$ cat src/rtl/spi_pkg.sv
// spi_pkg: shared FSM state type, idle levels and default word width for the SPI master
package spi_pkg;
    typedef enum logic [1:0] {IDLE, SETUP, XFER, HOLD} state_t;
    localparam logic SCLK_IDLE = 1'b0;
    localparam logic CS_IDLE = 1'b1;
    localparam int LENGTH_DEF = 8;
endpackage

$ cat src/rtl/spi_clk_gen.sv
// spi_clk_gen: half-period timer that produces the registered Sclk level and one-cycle edge strobes
module spi_clk_gen import spi_pkg::*; #(
    parameter int CLK_DIV = 4
) (
    input  logic clk,
    input  logic rst,
    input  logic i_en,
    input  logic i_tog,
    output logic o_tick,
    output logic o_rise_stb,
    output logic o_fall_stb,
    output logic o_sclk
);
    localparam int CW = $clog2(CLK_DIV);
    logic [CW-1:0] r_cnt;
    assign o_tick = i_en && (r_cnt == CW'(CLK_DIV - 1));
    assign o_rise_stb = o_tick && i_tog && !o_sclk;
    assign o_fall_stb = o_tick && i_tog && o_sclk;
    // half-period counter wraps on every timeout; Sclk toggles only when the FSM allows it
    always_ff @(posedge clk) begin
        if (rst || !i_en) begin
            r_cnt <= '0;
            o_sclk <= SCLK_IDLE;
        end else begin
            r_cnt <= o_tick ? '0 : r_cnt + 1'b1;
            if (o_tick && i_tog) o_sclk <= !o_sclk;
        end
    end
endmodule

$ cat src/rtl/spi_master.sv
// spi_master: LSB-first full-duplex SPI initiator (define SPI_MASTER_LOOPBACK_EN to sample Mosi instead of Miso)
module spi_master import spi_pkg::*; #(
    parameter int length = LENGTH_DEF,
    parameter int bits = 4,
    parameter int CLK_DIV = 4
) (
    input  logic              clk,
    input  logic              rst,
    input  logic              start,
    input  logic [length-1:0] tx_data,
    input  logic              Miso,
    output logic              Sclk,
    output logic              Cs,
    output logic              Mosi,
    output logic [length-1:0] rx_data,
    output logic              busy,
    output logic              done
);
    localparam logic [bits-1:0] LAST = bits'(length + 1);
    state_t r_state, w_next;
    logic [length-1:0] r_tx, r_rx;
    logic [bits-1:0] r_cyc;
    logic w_tick, w_rise, w_fall, w_tog, w_accept, w_finish, w_sdi;
`ifdef SPI_MASTER_LOOPBACK_EN
    assign w_sdi = Mosi;
`else
    assign w_sdi = Miso;
`endif
    // once all length+1 rises are done, the next timeout ends XFER instead of raising Sclk
    assign w_tog = (r_state == SETUP) || (r_state == XFER && (Sclk || r_cyc != LAST));
    spi_clk_gen #(.CLK_DIV(CLK_DIV)) u_clk_gen (
        .clk        (clk),
        .rst        (rst),
        .i_en       (r_state != IDLE),
        .i_tog      (w_tog),
        .o_tick     (w_tick),
        .o_rise_stb (w_rise),
        .o_fall_stb (w_fall),
        .o_sclk     (Sclk)
    );
    // state register
    always_ff @(posedge clk) begin
        if (rst) r_state <= IDLE;
        else r_state <= w_next;
    end
    // next-state logic with accept/finish events for the datapath
    always_comb begin
        w_next = r_state;
        w_accept = 1'b0;
        w_finish = 1'b0;
        unique case (r_state)
            IDLE: begin
                w_accept = start;
                w_next = start ? SETUP : IDLE;
            end
            SETUP: w_next = w_tick ? XFER : SETUP;
            XFER: w_next = (w_tick && !w_tog) ? HOLD : XFER;
            HOLD: begin
                w_finish = w_tick;
                w_next = w_tick ? IDLE : HOLD;
            end
        endcase
    end
    // shift registers, rise counter and registered outputs
    always_ff @(posedge clk) begin
        if (rst) begin
            Cs <= CS_IDLE;
            Mosi <= 1'b0;
            rx_data <= '0;
            busy <= 1'b0;
            done <= 1'b0;
            r_tx <= '0;
            r_rx <= '0;
            r_cyc <= '0;
        end else begin
            done <= w_finish;
            if (w_accept) begin
                r_tx <= tx_data;
                Cs <= 1'b0;
                busy <= 1'b1;
            end
            if (w_finish) begin
                Cs <= CS_IDLE;
                busy <= 1'b0;
                rx_data <= r_rx;
            end
            if (w_fall) begin
                Mosi <= r_tx[0];
                r_tx <= r_tx >> 1;
            end
            if (w_rise) begin
                if (r_cyc != '0) r_rx <= {w_sdi, r_rx[length-1:1]};
                if (r_cyc != LAST) r_cyc <= r_cyc + 1'b1;
            end
            if (r_state == IDLE) r_cyc <= '0;
        end
    end
endmodule

$ cat config.mk
export PLATFORM = sky130hd
export DESIGN_NAME = spi_master
export DESIGN_NICKNAME = d
export VERILOG_FILES = /design/src/rtl/spi_pkg.sv /design/src/rtl/spi_clk_gen.sv /design/src/rtl/spi_master.sv
export SDC_FILE = /design/constraint.sdc
export NUM_CORES = 1
export LEC_CHECK = 0
export CORE_ASPECT_RATIO = 1.75
export CORE_MARGIN = 2
export CORE_UTILIZATION = 55
export CTS_BUF_LIST = sky130_fd_sc_hd__clkbuf_4 sky130_fd_sc_hd__clkbuf_8
export CTS_CLUSTER_SIZE = 40
export DETAILED_ROUTE_END_ITERATION = 6
export PLACE_DENSITY = 0.81
export SYNTH_ARGS = -nofsm -noshare
export SYNTH_HDL_FRONTEND = slang
export SYNTH_HIERARCHICAL = 1
export SYNTH_SLANG_ARGS = --single-unit
$ cat constraint.sdc
create_clock -name clk -period 2.3 [get_ports clk]
set_input_delay 0.46 -clock clk [delete_from_list [all_inputs] [get_ports clk]]
set_output_delay 0.46 -clock clk [all_outputs]
set_load 0.1 [all_outputs]
# Word level (Yosys, flattened, before mapping)
# Index checks and enable logic that the tools add are counted.
dict set report word_totals {
  wordCells 50
  output_inout_bits 13
  input_bits 12
  reg_bits 37
  ram_bits 0
  mem_bits_ro 0
  latch_bits 0
  memories 0
}
dict set report op_classes {
  mul 0
  eq_ne 5
  n_div 0
  shifts 0
  mux 9
  n_bitwise 0
  order_cmp 0
  add_sub_neg 2
  n_reduce_logical 22
}
# cell count
set ops {}
lappend ops {{two-way mux 7 bit} 2}
lappend ops {{one-hot mux 2 bit (4 select lines)} 1}
lappend ops {{OR reduction 2 bit} 4}
lappend ops {{equality test 2 bit (second input constant)} 3}
lappend ops {{logical AND 1 bit} 6}
lappend ops {{adder 4 x 1 -> 4 bit (second input constant)} 1}
lappend ops {{two-way mux 1 bit} 4}
lappend ops {{two-way mux 2 bit} 2}
lappend ops {{!= test 4 bit (second input constant)} 1}
lappend ops {{AND reduction 2 bit} 2}
lappend ops {{nonzero test 2 bit} 2}
lappend ops {{nonzero test 4 bit} 1}
lappend ops {{zero test 1 bit} 3}
lappend ops {{logical OR 1 bit} 3}
lappend ops {{adder 2 x 1 -> 2 bit (second input constant)} 1}
lappend ops {{equality test 2 x 1 -> 1 bit (second input constant)} 1}
lappend ops {{zero test 2 bit} 1}

# Longest topological paths before layout
dict set report depth {
  ltp_word 8
  mapped_depth 10
  mapped_depth_nobuf 10
}

# Cells and area by module
# The synthesis kept the hierarchy.
# module area_each_um2 instances seq_area_each_um2 cells_per_inst
set modules_own_cells {}
lappend modules_own_cells {spi_master 1492.7 1 680.7 139}
lappend modules_own_cells {spi_clk_gen 137.6 1 60.1 14}

# Worst setup path before layout
# No wires, ideal clock.
dict set report synth_timing {
  path_kind {register to register}
  start {register u_clk_gen.o_sclk}
  end {register r_tx[4]}
  path_stages_with_launch 7
  n_path_buf 1
  t_arrival_ps 2361
  setup_ps 103
  period_less_slack_ps 2464
  required_time_ps 2197
  path_slack_ps -164
  path_cell_list {dfxtp_1 > o211ai_1 > o21ai_0 > and3_1 > buf_1 > nor3_1 > a2111oi_2}
}
dict set report synth_via {
  elab_chain_len 6
  elab_cells_between_ends 7
  classes_between {1 x mux; 6 x reduce/logical}
}
# item line_no
set synth_lines {}
lappend synth_lines {{start, declared} spi_clk_gen.sv:12} ;# output logic o_sclk
lappend synth_lines {{start signal, assigned} spi_clk_gen.sv:26} ;# if (o_tick && i_tog) o_sclk <= !o_sclk;
lappend synth_lines {{logical OR 1 bit (*)} spi_master.sv:30} ;# assign w_tog = (r_state == SETUP) || (r_state == XFER && (Sclk || r_cyc != LAST));
lappend synth_lines {{logical AND 1 bit (*)} spi_master.sv:30}
lappend synth_lines {{logical OR 1 bit (*)} spi_master.sv:30}
lappend synth_lines {{via w_tog} spi_master.sv:23} ;# logic w_tick, w_rise, w_fall, w_tog, w_accept, w_finish, w_sdi;
lappend synth_lines {{logical AND 1 bit (*) (2 in a row)} spi_clk_gen.sv:18} ;# assign o_fall_stb = o_tick && i_tog && o_sclk;
lappend synth_lines {{via w_fall} spi_master.sv:23}
lappend synth_lines {{two-way mux 7 bit or nonzero test 2 bit (tied branches)} n/a}
lappend synth_lines {{end signal, assigned} spi_master.sv:78} ;# r_tx <= tx_data;
lappend synth_lines {{end signal, assigned} spi_master.sv:89} ;# r_tx <= r_tx >> 1;
lappend synth_lines {{end, declared} spi_master.sv:21} ;# logic [length-1:0] r_tx, r_rx;
# The timed path passes the listed nets; every way through them passes the cells marked *.
# A chain may end at the register's enable or synchronous reset.

# Final worst setup path
dict set report layout_timing {
  start {register r_cyc[1]}
  end {register r_tx[0]}
}
dict set report layout_via {
  elab_chain_len 7
  elab_cells_between_ends 8
  classes_between {1 x eq/ne; 1 x mux; 6 x reduce/logical}
}
# item line_no
set layout_lines {}
lappend layout_lines {{start, declared} spi_master.sv:22} ;# logic [bits-1:0] r_cyc;
lappend layout_lines {{start signal, assigned} spi_master.sv:93} ;# if (r_cyc != LAST) r_cyc <= r_cyc + 1'b1;
lappend layout_lines {{!= test 4 bit (*)} spi_master.sv:30}
lappend layout_lines {{logical OR 1 bit (*)} spi_master.sv:30}
lappend layout_lines {{logical AND 1 bit (*)} spi_master.sv:30}
lappend layout_lines {{logical OR 1 bit (*)} spi_master.sv:30}
lappend layout_lines {{via w_tog} spi_master.sv:23}
lappend layout_lines {{logical AND 1 bit (*) (2 in a row)} spi_clk_gen.sv:18}
lappend layout_lines {{via w_fall} spi_master.sv:23}
lappend layout_lines {{two-way mux 7 bit or nonzero test 2 bit (tied branches)} n/a}
# Marks and branches as above.

==> results.md <==
* Worst Tran Pin Value at 0.572 ns
* Crit path launch type: flop
* Largest net degree at the start of global routing at 24
* Clk_skew at 0.00613 ns
* Num rows at 26
* Placed wire-length estimate at 2310 µm
* Sw frac at 21.9%
* Vias in the first global route at 1,210
* Die height at 76.0 µm
* Fmax achieved at 495 MHz
* Setup crit end kind: flop
* Syn_area_per_cell at 10.7 µm²
* Area delta synth->final at 23.3%
* Sequential share of the synthesized area at 45.4%
* CTS clk-pin slew, worst paths at 0.07 ns
* PortBufs at 24
* DIE WIDTH at 45.2 µm
* RSZ-0062 raised after global routing: false
* Internal power at 0.00115 W
* Fin crit share at 87.8%
* Total GRT Usage at 20.4%
* Reg2reg path depth at 9
* Final wirelength at 3080 µm
* Final hold vios at 0
* CTS Buf Count at 5
* Arr. time, crit path at 2.20 ns
* CP cell instances: inv_1 > ha_1 > nand3b_4 > o211ai_1 > o21ai_0 > and3_1 > buf_12 > nor3_1 > a2111oi_2
* CP required at 2.48 ns
* Hold buffer count at cts at 0
* Diode count at 0
* Resized Gates After CTS at 0
* Outcome: finished clean
* CTS tree: done
* Warnings, synthesis at 6
* Crit-path max cell delay at 0.36 ns
* Nets at 196
* H-tree depth at 2
* Via count at 1,193
* Share of cells above drive strength 1 at 26.5%
* Worst r2r src: r_cyc[1]
* First-pass GRT wire length at 5180 µm
* Max IR drop VDD at 0.572 mV
* FF/Latch Area at 742 µm²
* # Max-Cap Violations at 0
* Critical-path maximum fanout at 23
* Initial Util at 56.9%
* Iter 0 DRT Violations at 27
* Worst slew margin at 61.7%
* Flop-to-flop setup slack at 0.28 ns
* Clk Latency, worst-skew pair at 0.29 ns
* Post-CTS setup buffers at 0
* Layout Cells excl Fill at 209
* Crit. Startpoint: r_cyc[1]
* Number of I/O pins at 25
* Drt wl/cell at 14.7 µm
* Mapped Area at 1630 µm²
* Most frequent cells in the layout: 36 x dfxtp_1, 15 x buf_4, 12 x inv_1
* Sw power at 0.000322 W
* Vias per inst at 5.71
* Clk network pwr share at 45.7%
* Final Slew Violations at 0
* Clock Tree Root: clkbuf_8
* Final hold slack at 0.442 ns
* Net Count, Synth at 169
* Fillers at 225
* Setup ws final at 0.282 ns
* Power per cell area at 731 nW/µm²
* Final setup fails at 0
* Mapped Cells at 153
* Drt drc at 0
* Slowest CP cell: dfxtp_1
* Pre-antenna DRT Iters at 4
* Post-Place Cells at 201
* Seq pwr share at 45.7%
* Area of the multi-input gates at 808 µm²
* Logic pwr share at 8.6%
* Place WS at 0.306 ns
* Hold Crit Start: u_clk_gen/r_cnt[0]
* Most common cell after layout, fill and taps aside: dfxtp_1
* Synth Register Bits at 37
* Minimum clock period after layout at 2.02 ns
* R2r endpoint: r_tx[0]
* Antenna violations before repair at 0
* CP Capture Point: r_tx[0]
* CTS max path bufs at 2
* CTS sink count at 37
* Grt total ovfl at 0
* Final TNS setup at 0 ns
* Synth cell types at 39
* LEAKAGE at 0.864 nW
* Total power at 0.00147 W
* Die ar. at 3430 µm²
* Gpl congestion at 0.841
* Antenna Violating Nets Remaining at 0
* Min-Delay Path Class: flop to flop
* Core Area at 2860 µm²
* Crit Path Class: flop to flop
==> worst max-delay path: cells and delay by family, from the launching register on <==
family                     cells  cell delay, ns
adders and majority gates      1            0.22
DFF                            1            0.36
buffers and inverters          2            0.28
and+or+nand+nor                3            0.48
AOI/OAI and AO/OA              3            0.57
==> kinds of logic after synthesis <==
logic type               share of synthesized area [%]
AO/OA/AOI/OAI                                     17.2
XOR/XNOR                                          1.07
adder cells (fa/ha/maj)                           3.07
buffers and inverters                             4.99
flip-flops                                        45.4
multiplexers                                      6.83
AND/OR/NAND/NOR                                   21.4
==> worst min-delay path by stage <==
stage | endpoint | cells past startpoint
2_1_floorplan | u_clk_gen/r_cnt[0] | 1
3_3_place_gp | u_clk_gen/r_cnt[0] | 1
3_5_place_dp | u_clk_gen/r_cnt[0] | 1
4_1_cts | u_clk_gen/r_cnt[0] | 1
5_1_grt | u_clk_gen/r_cnt[0] | 1
6_report | u_clk_gen/r_cnt[0] | 1
==> per-layer routing <==
layer	wire (µm)	GRT usage (%)	vias to the layer above	part of all wire [%]
met5	0	0	-	0
met3	115	5.45	8	3.7
met1	1140	19.9	564	37
li1	-	-	593	-
met4	89	11.5	0	2.9
met2	1740	35.9	28	56
==> metrics by stage <==
| stage | area (µm²) | utilization, % |
|---|---|---|
| floorplan | 1630 | - |
| global placement | 1870 | 65.4 |
| detailed placement | 1870 | 65.4 |
| CTS | 2010 | 70.2 |
| global route | 2010 | 70.2 |
| finish | 2010 | 70.2 |
==> flip-flops by register name (all words and copies together) (netlist names) <==
signal / flops
r_rx: 8
r_tx: 8
rx_data: 8
r_cyc: 4
r_state: 2
u_clk_gen/r_cnt: 2
Cs: 1
Mosi: 1
busy: 1
done: 1
u_clk_gen/o_sclk: 1
==> area by class of cell <==
class | instances | area share, %
well taps | 28 | 1.74
clock inverters | 3 | 3.42
multi-input cells | 97 | 40.2
flip-flops and latches | 37 | 36.9
repair buffers | 27 | 12.1
inverters | 12 | 2.24
clock buffers | 5 | 3.42
==> power by group through the flow <==
| stage | sequential [W] | combinational (W) | clock, W |
|---|---|---|---|
| 3_3_place_gp | 0.000685 | 0.000124 | 0 |
| 2_1_floorplan | 0.000702 | 0.0000730 | 0 |
| 6_report | 0.000672 | 0.000126 | 0.000671 |
| 4_1_cts | 0.000672 | 0.000128 | 0.000687 |
| 3_5_place_dp | 0.000687 | 0.000127 | 0 |
| 5_1_grt | 0.000674 | 0.000138 | 0.000711 |
==> synth_stat cells, drive strengths merged <==
master	number	share of area (%)
nand3	1	0.31
inv	12	2.8
a21oi	2	0.61
nor2	6	1.4
o211ai	1	0.46
clkbuf	1	0.23
mux2	1	0.69
a31oi	2	1.2
o21bai	1	0.46
a22o	8	4.3
or4	1	0.46
nor3	17	7.4
nor3b	2	1.6
buf	6	2.0
ha	4	3.1
o21a	1	0.46
nand4	1	0.38
o21ai	1	0.31
nand2b	11	4.2
mux2i	10	6.1
a2111oi	7	6.4
and2	1	0.54
o31ai	2	1.8
or2	1	0.38
nand2	7	1.6
nand3b	2	1.7
a21bo	1	0.61
xor2	2	1.1
a211o	1	0.61
or3b	2	1.1
and3	1	0.38
dfxtp	37	45
Power figures use the tool's default switching activity.
